### config.mk
export PLATFORM = sky130hd
export DESIGN_NAME = cmem_loader_flat
export DESIGN_NICKNAME = d
export VERILOG_FILES = /design/src/rtl/cmem_loader_if.sv /design/src/rtl/cmem_loader.sv /design/src/flat_wrapper.sv
export SDC_FILE = /design/constraint.sdc
export NUM_CORES = 1
export LEC_CHECK = 0
export ABC_AREA = 1
export CAP_MARGIN = 20
export CORE_ASPECT_RATIO = 0.5
export CORE_UTILIZATION = 42
export CTS_CLUSTER_SIZE = 12
export DETAILED_ROUTE_END_ITERATION = 16
export PLACE_DENSITY = 0.8
export RECOVER_POWER = 25
export SLEW_MARGIN = 30
export SYNTH_ARGS = -nofsm -noshare
export SYNTH_HDL_FRONTEND = slang
export SYNTH_SLANG_ARGS = --single-unit
### constraint.sdc
create_clock -name clk_i -period 1.8 [get_ports clk_i]
set_input_delay 0.18 -clock clk_i [delete_from_list [all_inputs] [get_ports clk_i]]
set_output_delay 0.18 -clock clk_i [all_outputs]
set_load 0.02 [all_outputs]
### src/rtl/cmem_loader_if.sv
// Stream-in / context-memory-write bundle for the CGRA context memory loader.
// The master side is the loader: it consumes the stream and drives the memory write bus.
interface cmem_loader_if #(
    parameter int unsigned N_ROW             = 4,
    parameter int unsigned IMEM_N_LINES_LOG2 = 5,
    parameter int unsigned DATA_WIDTH        = 32
);
    logic                         s_valid_i;
    logic [DATA_WIDTH-1:0]        s_data_i;
    logic                         s_ready_o;
    logic [N_ROW-1:0]             cm_row_req_o;
    logic                         cm_we_o;
    logic [IMEM_N_LINES_LOG2-1:0] cm_addr_o;
    logic [DATA_WIDTH-1:0]        cm_wdata_o;

    modport master (
        input  s_valid_i, s_data_i,
        output s_ready_o, cm_row_req_o, cm_we_o, cm_addr_o, cm_wdata_o
    );

    modport slave (
        output s_valid_i, s_data_i,
        input  s_ready_o, cm_row_req_o, cm_we_o, cm_addr_o, cm_wdata_o
    );
endinterface

### src/rtl/cmem_loader.sv
// Sequences a kernel image word stream into per-row context memory writes,
// either row by row over the selected rows or broadcast to all of them at once.
module cmem_loader #(
    parameter int unsigned N_ROW             = 4,
    parameter int unsigned IMEM_N_LINES_LOG2 = 5,
    parameter int unsigned DATA_WIDTH        = 32
) (
    input  logic                           clk_i,
    input  logic                           rst_i,
    input  logic                           start_i,
    input  logic [N_ROW-1:0]               row_mask_i,
    input  logic                           broadcast_i,
    input  logic [IMEM_N_LINES_LOG2-1:0]   base_addr_i,
    input  logic [IMEM_N_LINES_LOG2:0]     n_words_i,
    input  logic                           abort_i,
    cmem_loader_if.master                  bus,
    output logic                           busy_o,
    output logic                           done_o,
    output logic                           err_o
);
    localparam int unsigned AW    = IMEM_N_LINES_LOG2;
    localparam int unsigned NW    = IMEM_N_LINES_LOG2 + 1;
    localparam int unsigned SW    = IMEM_N_LINES_LOG2 + 2;
    localparam int unsigned DEPTH = 2 ** IMEM_N_LINES_LOG2;

    typedef enum logic {
        IDLE = 1'b0,
        LOAD = 1'b1
    } state_e;

    state_e                 state_q, state_d;
    logic [N_ROW-1:0]       mask_q, mask_d;
    logic                   bcast_q, bcast_d;
    logic [AW-1:0]          base_q, base_d;
    logic [NW-1:0]          nwords_q, nwords_d;
    logic [N_ROW-1:0]       row_q, row_d;
    logic [NW-1:0]          cnt_q, cnt_d;
    logic                   we_q, we_d;
    logic [N_ROW-1:0]       req_q, req_d;
    logic [AW-1:0]          addr_q, addr_d;
    logic [DATA_WIDTH-1:0]  wdata_q, wdata_d;
    logic                   busy_q, busy_d;
    logic                   done_q, done_d;
    logic                   err_q, err_d;

    logic                   ready_c;
    logic                   hs_c;
    logic [NW-1:0]          cnt_inc_c;
    logic [N_ROW-1:0]       higher_c;
    logic [N_ROW-1:0]       first_row_c;
    logic [SW-1:0]          end_line_c;
    logic                   cmd_ok_c;

    // Abort wins over a same-cycle handshake by withholding ready.
    assign ready_c = (state_q == LOAD) && !abort_i;
    assign hs_c    = bus.s_valid_i && ready_c;

    always_comb begin
        state_d  = state_q;
        mask_d   = mask_q;
        bcast_d  = bcast_q;
        base_d   = base_q;
        nwords_d = nwords_q;
        row_d    = row_q;
        cnt_d    = cnt_q;
        we_d     = 1'b0;
        req_d    = '0;
        addr_d   = addr_q;
        wdata_d  = wdata_q;
        done_d   = 1'b0;
        err_d    = 1'b0;

        cnt_inc_c   = cnt_q + NW'(1);
        // Selected rows strictly above the current one-hot row pointer.
        higher_c    = mask_q & ~(row_q | (row_q - N_ROW'(1)));
        first_row_c = row_mask_i & (~row_mask_i + N_ROW'(1));
        end_line_c  = SW'(base_addr_i) + SW'(n_words_i);
        cmd_ok_c    = (row_mask_i != '0) && (n_words_i != '0) && (end_line_c <= SW'(DEPTH));

        unique case (state_q)
            IDLE: begin
                if (start_i) begin
                    if (cmd_ok_c) begin
                        mask_d   = row_mask_i;
                        bcast_d  = broadcast_i;
                        base_d   = base_addr_i;
                        nwords_d = n_words_i;
                        row_d    = broadcast_i ? row_mask_i : first_row_c;
                        cnt_d    = '0;
                        state_d  = LOAD;
                    end else begin
                        err_d = 1'b1;
                    end
                end
            end
            LOAD: begin
                if (abort_i) begin
                    state_d = IDLE;
                end else if (hs_c) begin
                    we_d    = 1'b1;
                    req_d   = row_q;
                    addr_d  = base_q + AW'(cnt_q);
                    wdata_d = bus.s_data_i;
                    if (cnt_inc_c == nwords_q) begin
                        cnt_d = '0;
                        if (bcast_q || (higher_c == '0)) begin
                            state_d = IDLE;
                            done_d  = 1'b1;
                        end else begin
                            row_d = higher_c & (~higher_c + N_ROW'(1));
                        end
                    end else begin
                        cnt_d = cnt_inc_c;
                    end
                end
            end
        endcase

        busy_d = (state_d == LOAD) || done_d;
    end

    always_ff @(posedge clk_i) begin
        if (rst_i) begin
            state_q  <= IDLE;
            mask_q   <= '0;
            bcast_q  <= 1'b0;
            base_q   <= '0;
            nwords_q <= '0;
            row_q    <= '0;
            cnt_q    <= '0;
            we_q     <= 1'b0;
            req_q    <= '0;
            addr_q   <= '0;
            wdata_q  <= '0;
            busy_q   <= 1'b0;
            done_q   <= 1'b0;
            err_q    <= 1'b0;
        end else begin
            state_q  <= state_d;
            mask_q   <= mask_d;
            bcast_q  <= bcast_d;
            base_q   <= base_d;
            nwords_q <= nwords_d;
            row_q    <= row_d;
            cnt_q    <= cnt_d;
            we_q     <= we_d;
            req_q    <= req_d;
            addr_q   <= addr_d;
            wdata_q  <= wdata_d;
            busy_q   <= busy_d;
            done_q   <= done_d;
            err_q    <= err_d;
        end
    end

    assign bus.s_ready_o    = ready_c;
    assign bus.cm_we_o      = we_q;
    assign bus.cm_row_req_o = req_q;
    assign bus.cm_addr_o    = addr_q;
    assign bus.cm_wdata_o   = wdata_q;
    assign busy_o           = busy_q;
    assign done_o           = done_q;
    assign err_o            = err_q;
endmodule

### src/flat_wrapper.sv
// flat-port wrapper written by rule: the top's interface ports become plain ports
module cmem_loader_flat 
#(
    parameter int unsigned N_ROW             = 4,
    parameter int unsigned IMEM_N_LINES_LOG2 = 5,
    parameter int unsigned DATA_WIDTH        = 32
)
  (clk_i, rst_i, start_i, row_mask_i, broadcast_i, base_addr_i, n_words_i, abort_i, busy_o, done_o, err_o, bus_s_valid_i, bus_s_data_i, bus_s_ready_o, bus_cm_row_req_o, bus_cm_we_o, bus_cm_addr_o, bus_cm_wdata_o);
  cmem_loader_if #(.N_ROW(N_ROW), .IMEM_N_LINES_LOG2(IMEM_N_LINES_LOG2), .DATA_WIDTH(DATA_WIDTH)) bus_i ();
  input  logic clk_i;
  input  logic rst_i;
  input  logic start_i;
  input  logic [N_ROW-1:0] row_mask_i;
  input  logic broadcast_i;
  input  logic [IMEM_N_LINES_LOG2-1:0] base_addr_i;
  input  logic [IMEM_N_LINES_LOG2:0] n_words_i;
  input  logic abort_i;
  output logic busy_o;
  output logic done_o;
  output logic err_o;
  input wire logic [$bits(bus_i.s_valid_i)-1:0] bus_s_valid_i;
  input wire logic [$bits(bus_i.s_data_i)-1:0] bus_s_data_i;
  output wire logic [$bits(bus_i.s_ready_o)-1:0] bus_s_ready_o;
  output wire logic [$bits(bus_i.cm_row_req_o)-1:0] bus_cm_row_req_o;
  output wire logic [$bits(bus_i.cm_we_o)-1:0] bus_cm_we_o;
  output wire logic [$bits(bus_i.cm_addr_o)-1:0] bus_cm_addr_o;
  output wire logic [$bits(bus_i.cm_wdata_o)-1:0] bus_cm_wdata_o;
  assign bus_i.s_valid_i = bus_s_valid_i;
  assign bus_i.s_data_i = bus_s_data_i;
  assign bus_s_ready_o = bus_i.s_ready_o;
  assign bus_cm_row_req_o = bus_i.cm_row_req_o;
  assign bus_cm_we_o = bus_i.cm_we_o;
  assign bus_cm_addr_o = bus_i.cm_addr_o;
  assign bus_cm_wdata_o = bus_i.cm_wdata_o;
  cmem_loader #(.N_ROW(N_ROW), .IMEM_N_LINES_LOG2(IMEM_N_LINES_LOG2), .DATA_WIDTH(DATA_WIDTH)) u_core (.clk_i(clk_i), .rst_i(rst_i), .start_i(start_i), .row_mask_i(row_mask_i), .broadcast_i(broadcast_i), .base_addr_i(base_addr_i), .n_words_i(n_words_i), .abort_i(abort_i), .bus(bus_i), .busy_o(busy_o), .done_o(done_o), .err_o(err_o));
endmodule
==> summary.txt, run 1 <==
status: finished, final reports clean
WS Path Type: in -> reg
number of fill cells: 575
Max Buffers Root-to-Sink: 2
first-pass GRT wire length: 14600 µm
setup TNS: 0 ns
final hold violations: 0
total number of yosys warnings: 0
# nets final: 656
Initial Util: 44.1%
fin. max-slew vios: 0
CP startpoint: n_words_i[0]
Hold Startpoint: n_words_i[0]
vias in the first global route: 3196
synthesized flop and latch total: 71
# port buffers: 98
number of synthesized flops with an enable pin: 0
ys flop type: dfxtp_1
fraction of layout cells with a size suffix above 1: 21.5%
largest fanout on the critical path: 5
core area: 7430 µm²
fmax: 0.562 GHz
synthesized area: 3280 µm²
Worst-Margin Slew: 0.524 ns
H-tree depth: 3
Placed Cells: 660
ANT nets after route: 0
syn_nets: 519
die height: 64.4 µm
Setup crit start kind: input port
grt ovf: 0
DRT Wirelength: 9180 µm
Setup-failing EPs final: 0
endpoint class of the critical path: flip-flop
Worst path most repeated cell: buf_4
Num CTS Buffers: 9
Period minus WS final: 1.78 ns
sequential area share after synthesis: 43.4%
Hold Crit Class: in -> reg
most common cell after layout, fill and taps aside: nand2_1
r2r endpoint: u_core.row_q[0]
Critical Path AT: 2.00 ns
unrepaired setup endpoints after global routing: true
die footprint: 8180 µm²
Peak supply drop: 0.453 mV
Non-Filler Instances: 692
R2R cell count: 12
share of synthesized registers carrying an async set or reset: 0%
reg2reg start: u_core.cnt_q[0]
Die X: 127 µm
Vias: 3442
clock skew: 0.00725 ns
CP max stage delay: 0.41 ns
final cycle utilization of the critical path: 98.9%
Mapped Cells: 454
CP max-delay cell: fa_2
DP Area: 4560 µm²
vias per cell: 4.97
DRT Pass-1 Iters: 5
# rows: 22
Worst slew margin: 64.7%
Power Total: 0.00466 W
clock latency on the worst-skew pair: 0.33 ns
Pwr Density: 885 nW/µm²
syn_area_per_cell: 7.22 µm²
CTS tree: done
Max-Cap Viols: 0
Avg WL per Cell: 13.3 µm
final core occ: 70.9%
crit path to: u_core.row_q[2]
hold_buf cts: 0
clock-pin slew on the worst setup and hold paths: 0.05 ns
R2R Setup Slk: 0.03 ns
residual DRC count: 0
Detailed Place HPWL: 6040 µm
area delta synth->final: 60.9%
CP cell instances: buf_4, ha_4, fa_2, nor2_2, nand3_1, a21oi_2, nand3_1, nand2_1, buf_4, nand3_2, nand2_4, buf_4, nand4_1, nand2_1, nor2_1
largest net degree at the start of global routing: 29
Unique masters post-synth: 30
n_diodes: 0
GP Congestion: 0.880
Final Cell Area: 5270 µm²
Root Driver: clkbuf_16
DRT iter0 DRCs: 269
GRT Total Usage: 22.6%
TritonCTS Sinks: 71
most frequent cells in the layout: 121 x nand2_1, 76 x clkdlybuf4s50_1, 68 x dfxtp_1
boundary pin count: 99
leak pwr: 2.14 nW
CP Data Required Time: 2.02 ns
initial antenna violation count: 0
kinds of logic (layout without fill, tap and decap cells):
group	Yosys count	in the layout	share of synthesized area, %
DFF	71	71	43.4
adders and majority gates	12	12	5.04
buffers and inverters	69	211	8.44
AOI/OAI and AO/OA	94	94	15.2
xor gates and xnor gates	3	3	0.802
and+or+nand+nor	205	205	27.1
stage by stage:
step,hold slack [ns],worst slack [ns]
4_1_cts,0.252,-0.0272
3_5_place_dp,0.442,-0.697
2_1_floorplan,0.264,0.00154
5_1_grt,0.280,-0.120
3_3_place_gp,0.440,-0.641
6_report,0.262,0.0198
synthesized netlist by cell type, types with 3 or more instances:
cell	n	area, µm²
inv_2	6	22.5
a21oi_1	59	295
nand3_2	3	30.0
buf_2	5	25.0
clkbuf_1	11	41.3
nand2_1	124	465
inv_1	43	161
buf_4	3	22.5
nor2_1	38	143
o21ai_1	21	105
nand3_1	18	90.1
dfxtp_1	71	1420
nand4_1	7	43.8
nand2_2	7	43.8
ha_1	10	125
o21ai_0	7	35.0
layout make-up:
type                            instances  area [µm²]  share of cell area (%)
Clock buffer                           13         260                    4.94
Clock inverter                          3        65.1                    1.23
Inverter                               50         193                    3.66
Multi-Input combinational cell        314        1820                    34.4
Sequential cell                        71        1430                    27.0
Tap cell                               96         120                    2.28
Timing Repair Buffer                  145        1390                    26.4
per-layer routing:
layer | part of all wire, % | vias to the layer above | track usage, %
li1 | - | 1742 | -
met1 | 44 | 1562 | 26.9
met2 | 49 | 122 | 41.0
met3 | 6.1 | 16 | 4.71
met4 | 1.7 | 0 | 7.44
met5 | 0 | - | 0
report_power, final:
group / internal, W / switching (W)
clock network: 0.00129 / 0.000620
registers: 0.00166 / 0.0000660
logic: 0.000501 / 0.000527
total: 0.00345 / 0.00121
worst max-delay path: cells and delay by family:
| kind | cells | cell delay, ns |
|---|---|---|
| buffers and inverters | 3 | 0.36 |
| AOI/OAI and AO/OA | 1 | 0.10 |
| and+or+nand+nor | 9 | 0.77 |
| adders and majority gates | 2 | 0.57 |
repair_timing:
| item | CTS | global route |
|---|---|---|
| setup buffers | 15 | 1 |
| cloned | 2 | 1 |
| resized for setup | 44 | 38 |
| endpoints found under the setup margin | 28 | 29 |
| pin swaps | 23 | 23 |
worst min-delay path by stage:
stage               slack [ns]  depth (start not counted)                  to
floorplan                 0.26                          1  u_core.bus.cm_we_o
global placement          0.44                          2      u_core.bcast_q
detailed placement        0.44                          2      u_core.bcast_q
CTS                       0.25                          4    u_core.base_q[0]
global route              0.28                          4  u_core.nwords_q[0]
finish                    0.26                          4  u_core.nwords_q[0]
sequential cells by signal (all words and copies together), names as in the netlist, 3 cells and up:
register                 count
u_core.bus.cm_row_req_o      4
u_core.bus.cm_wdata_o       32
u_core.cnt_q                 6
u_core.nwords_q              6
u_core.row_q                 4
u_core.bus.cm_addr_o         5
u_core.mask_q                3
u_core.base_q                5
Power figures use the tool's default switching activity.
==> run 2: changes to the inputs <==
--- a/config.mk
+++ b/config.mk
@@ -11,7 +11,7 @@
 export CORE_UTILIZATION = 42
 export CTS_CLUSTER_SIZE = 12
 export DETAILED_ROUTE_END_ITERATION = 16
-export PLACE_DENSITY = 0.8
+export PLACE_DENSITY = 0.76
 export RECOVER_POWER = 25
 export SLEW_MARGIN = 30
 export SYNTH_ARGS = -nofsm -noshare
==> summary.txt, run 2 (same netlist as run 1, synthesis figures left out) <==
R2R cell count: 13
Initial Util: 44.1%
fraction of layout cells with a size suffix above 1: 20.7%
combinational fraction of design power: 22.0%
P_sw: 0.00123 W
leak pwr: 2.15 nW
Detailed Place HPWL: 6010 µm
unrepaired setup endpoints after global routing: true
DRT Pass-1 Iters: 4
CP top delay family: simple AND/OR/NAND/NOR gates
most frequent cells in the layout: 123 x nand2_1, 70 x clkdlybuf4s50_1, 68 x dfxtp_1
n_diodes: 0
DRT Wirelength: 9070 µm
Max-Cap Viols: 0
DRT iter0 DRCs: 350
initial antenna violation count: 0
TritonCTS Sinks: 71
Period minus WS final: 1.82 ns
Final Cell Area: 5200 µm²
vias per cell: 4.91
Setup-failing EPs final: 4
CP max stage delay: 0.35 ns
P_int: 0.00324 W
reg2reg start: u_core.cnt_q[0]
worst path buffer plus inverter count: 2
Hold Startpoint: base_addr_i[0]
most common cell after layout, fill and taps aside: nand2_1
R2R Setup Slk: -0.02 ns
number of fill cells: 591
area delta synth->final: 58.8%
r2r endpoint: u_core.row_q[2]
crit path to: u_core.row_q[2]
first-pass GRT wire length: 14300 µm
die height: 64.4 µm
grt ovf: 0
clock skew: 0.00628 ns
vias in the first global route: 3161
clock-pin slew on the worst setup and hold paths: 0.06 ns
clock share of power: 39.2%
Multi-input gate area: 1800 µm²
sequential cell area: 1430 µm²
Peak supply drop: 0.526 mV
CP startpoint: u_core.cnt_q[0]
residual DRC count: 0
# nets final: 650
fin. max-slew vios: 0
CP max-delay cell: dfxtp_4
max reg flops: 32
worst setup margin: -0.0184 ns
clock latency on the worst-skew pair: 0.33 ns
Pwr Density: 858 nW/µm²
Worst-Margin Slew: 0.520 ns
fmax: 0.550 GHz
final cycle utilization of the critical path: 101%
# rows: 22
Vias: 3368
Non-Filler Instances: 686
# port buffers: 98
largest net degree at the start of global routing: 35
DP Area: 4560 µm²
final hold violations: 0
largest fanout on the critical path: 4
CP Data Required Time: 2.03 ns
Worst path most repeated cell: nand2_1
Num CTS Buffers: 9
hold_buf cts: 0
ANT nets after route: 0
Setup crit start kind: flip-flop
final core occ: 70.0%
die footprint: 8180 µm²
Placed Cells: 661
boundary pin count: 99
Avg WL per Cell: 13.2 µm
core area: 7430 µm²
Critical Path AT: 2.05 ns
GRT Total Usage: 22.2%
CP cell instances: ha_4, inv_2, nand2_1, nand2_1, nor2_1, nand3_1, nor2_2, nand3_4, o21ai_4, buf_6, nand4_1, nand2_1, nor2_1
Worst slew margin: 64.9%
switching share of power: 27.5%
failing checks: setup timing
Stages on worst setup path: 13
Max Buffers Root-to-Sink: 2
Seq pwr share: 38.8%
WS Path Type: reg -> reg
Hold Crit Class: in -> reg
status: finished with violations
endpoint class of the critical path: flip-flop
Root Driver: clkbuf_16
GP Congestion: 0.901
Die X: 127 µm
CTS tree: done
H-tree depth: 3
run 2: tightest hold or removal path: stages:
cell     delay (ns)
buf_8          0.08
buf_4          0.10
o21ai_2        0.06
a21oi_2        0.09
run 2: metal layers:
| metal | up-vias | track usage, % | wire (µm) |
|---|---|---|---|
| met5 | - | 0 | 0 |
| li1 | 1724 | - | - |
| met4 | 0 | 8.18 | 90 |
| met3 | 11 | 4.46 | 538 |
| met2 | 105 | 41.1 | 4570 |
| met1 | 1528 | 25.8 | 3880 |
run 2: power groups by stage:
stage | clock (W) | combinational (W) | sequential [W]
after detailed placement | 0 | 0.000800 | 0.00175
final | 0.00175 | 0.000982 | 0.00173
after global routing | 0.00186 | 0.00107 | 0.00174
after CTS | 0.00178 | 0.000921 | 0.00172
after floorplan | 0 | 0.000448 | 0.00176
after global placement | 0 | 0.000786 | 0.00175
run 2: per-stage QoR:
step           hold WS, ns  power [W]  worst slack, ns  TNS (ns)
2_1_floorplan        0.264    0.00221          0.00154         0
3_3_place_gp         0.439    0.00254           -0.631    -16.10
3_5_place_dp         0.444    0.00255           -0.701    -17.97
4_1_cts              0.222    0.00442          -0.0468    -0.154
5_1_grt              0.219    0.00467           -0.123    -0.964
6_report             0.209    0.00446          -0.0184   -0.0445
run 2: timing repair:
action                                  in CTS  in global routing
resized for setup                           49                 32
pin swaps                                   17                 17
endpoints found under the setup margin      27                 27
buffers inserted                             5                  2
hold endpoints to repair                     0                  0
cloned                                       3                  0
run 2: cell type report:
| type | instances | share of cell area [%] |
|---|---|---|
| Timing Repair Buffer | 139 | 26.3 |
| Tap cell | 96 | 2.31 |
| Clock buffer | 10 | 4.59 |
| Sequential cell | 71 | 27.4 |
| Multi-Input combinational cell | 314 | 34.6 |
| Inverter | 50 | 3.66 |
| Clock inverter | 6 | 1.15 |
run 2: how the worst min path moves through the flow:
| stage | depth (start not counted) | slack, ns | to |
|---|---|---|---|
| 2_1_floorplan | 1 | 0.26 | u_core.bus.cm_we_o |
| 3_3_place_gp | 2 | 0.44 | u_core.bcast_q |
| 3_5_place_dp | 2 | 0.44 | u_core.bus.cm_row_req_o[3] |
| 4_1_cts | 4 | 0.22 | u_core.base_q[0] |
| 5_1_grt | 4 | 0.22 | u_core.base_q[0] |
| 6_report | 4 | 0.21 | u_core.base_q[0] |
==> run 3: changes to the inputs <==
--- a/config.mk
+++ b/config.mk
@@ -8,6 +8,7 @@
 export ABC_AREA = 1
 export CAP_MARGIN = 20
 export CORE_ASPECT_RATIO = 0.5
+export CORE_MARGIN = 2
 export CORE_UTILIZATION = 42
 export CTS_CLUSTER_SIZE = 12
 export DETAILED_ROUTE_END_ITERATION = 16
==> summary.txt, run 3 (same netlist as run 1, synthesis figures left out) <==
most frequent cells in the layout: 123 x nand2_1, 81 x clkdlybuf4s50_1, 69 x dfxtp_1
CTS tree: done
die footprint: 8560 µm²
worst setup margin: 0.00126 ns
Setup WS pre-CTS: -0.676 ns
DRT Pass-1 Iters: 4
unrepaired setup endpoints after global routing: true
Peak supply drop: 0.528 mV
# nets final: 645
Avg WL per Cell: 12.7 µm
Detailed Place HPWL: 6210 µm
DP Area: 4540 µm²
Hold Path Stages: 4
Die X: 129 µm
die height: 66.4 µm
n_diodes: 0
area delta synth->final: 53.4%
fin. max-slew vios: 0
Critical Path AT: 2.02 ns
Setup crit start kind: input port
Max Buffers Root-to-Sink: 2
Worst slew margin: 70.7%
initial antenna violation count: 0
Setup-failing EPs final: 0
fmax: 0.556 GHz
Root Driver: clkbuf_16
Hold Crit Class: in -> reg
Pwr Density: 850 nW/µm²
most common cell after layout, fill and taps aside: nand2_1
residual DRC count: 0
DRT Wirelength: 8650 µm
final hold violations: 0
grt ovf: 0
hold_buf cts: 0
R2R cell count: 13
vias per cell: 4.86
largest net degree at the start of global routing: 35
Max-Cap Viols: 0
Initial Util: 44.1%
clock latency on the worst-skew pair: 0.32 ns
clock-pin slew on the worst setup and hold paths: 0.05 ns
WS Path Type: in -> reg
endpoint class of the critical path: flip-flop
final cycle utilization of the critical path: 99.9%
DRT iter0 DRCs: 126
CP Data Required Time: 2.02 ns
Period minus WS final: 1.80 ns
status: finished, final reports clean
vias in the first global route: 3086
first-pass GRT wire length: 14400 µm
TritonCTS Sinks: 71
boundary pin count: 99
ANT nets after route: 0
max reg flops: 32
number of fill cells: 665
Final Cell Area: 5020 µm²
Worst-Margin Slew: 0.435 ns
leak pwr: 2.06 nW
H-tree depth: 3
clock skew: 0.00573 ns
# rows: 22
# port buffers: 98
Num CTS Buffers: 9
Vias: 3302
GP Congestion: 0.906
fraction of layout cells with a size suffix above 1: 16.0%
GRT Total Usage: 21.5%
core area: 7430 µm²
largest fanout on the critical path: 6
## run 3: changes by cell type in the layout (fill, tap and decap cells not counted), sizes merged
| cell | before | now |
|---|---|---|
| buf | 43 | 36 |
| clkdlybuf4s50 | 70 | 81 |
| clkinvlp | 2 | 0 |
| dlygate4sd2 | 6 | 4 |
| dlygate4sd3 | 18 | 7 |
| dlymetal6s2s | 0 | 2 |
| clkinv | 4 | 1 |
| clkbuf | 12 | 18 |
| bufinv | 1 | 0 |
## run 3: area by class of cell
cell class              instances  area (µm²)  share of cell area [%]
repair buffers                134        1290                    25.6
flip-flops and latches         71        1430                    28.4
multi-input cells             314        1720                    34.1
clock buffers                  14         284                    5.65
well taps                      96         120                    2.39
inverters                      50         193                    3.83
## run 3: path summary, 6_finish.rpt
check                    from               end  slack [ns]
max              n_words_i[0]  u_core.mask_q[1]       0.001
min            base_addr_i[0]  u_core.base_q[0]        0.23
max reg2reg   u_core.cnt_q[0]   u_core.row_q[1]        0.05
min reg2reg  u_core.mask_q[2]  u_core.mask_q[2]        0.46
## run 3: where the power goes
group	switching, W	total (W)	internal (W)	leakage (nW)
combinational	0.000460	0.000886	0.000426	1.34
clock	0.000589	0.00166	0.00107	0.141
sequential	0.0000655	0.00173	0.00166	0.578
## run 3: worst max-delay path: stages
cell	delay, ns
buf_8	0.10
ha_4	0.15
fa_2	0.41
nor2_2	0.12
nand3_1	0.08
a21oi_1	0.12
nand3_1	0.09
nand2_1	0.08
nand2_1	0.06
inv_2	0.08
nand3_4	0.16
buf_6	0.19
o21ai_1	0.13
a21oi_1	0.05
## run 3: metal layers
layer	wire [µm]	global-route usage (%)
met5	0	0
met4	92	7.20
met3	477	5.42
met2	4080	37.2
met1	4010	26.3
## run 3: what timing repair did
item	in CTS	in global routing
endpoints found under the setup margin	28	28
resized for setup	37	22
pin swaps	8	7
gates cloned	1	1
buffers inserted	2	1
## run 3: per-stage QoR
stage	utilization [%]	hold WS [ns]	std cells	setup TNS, ns	power (W)
global placement	61.1	0.448	660	-15.49	0.00253
global route	67.6	0.229	679	-1.62	0.00449
detailed placement	61.1	0.448	660	-17.81	0.00254
CTS	66.8	0.259	677	0	0.00426
floorplan	-	0.264	454	0	0.00221
finish	67.6	0.226	679	0	0.00427
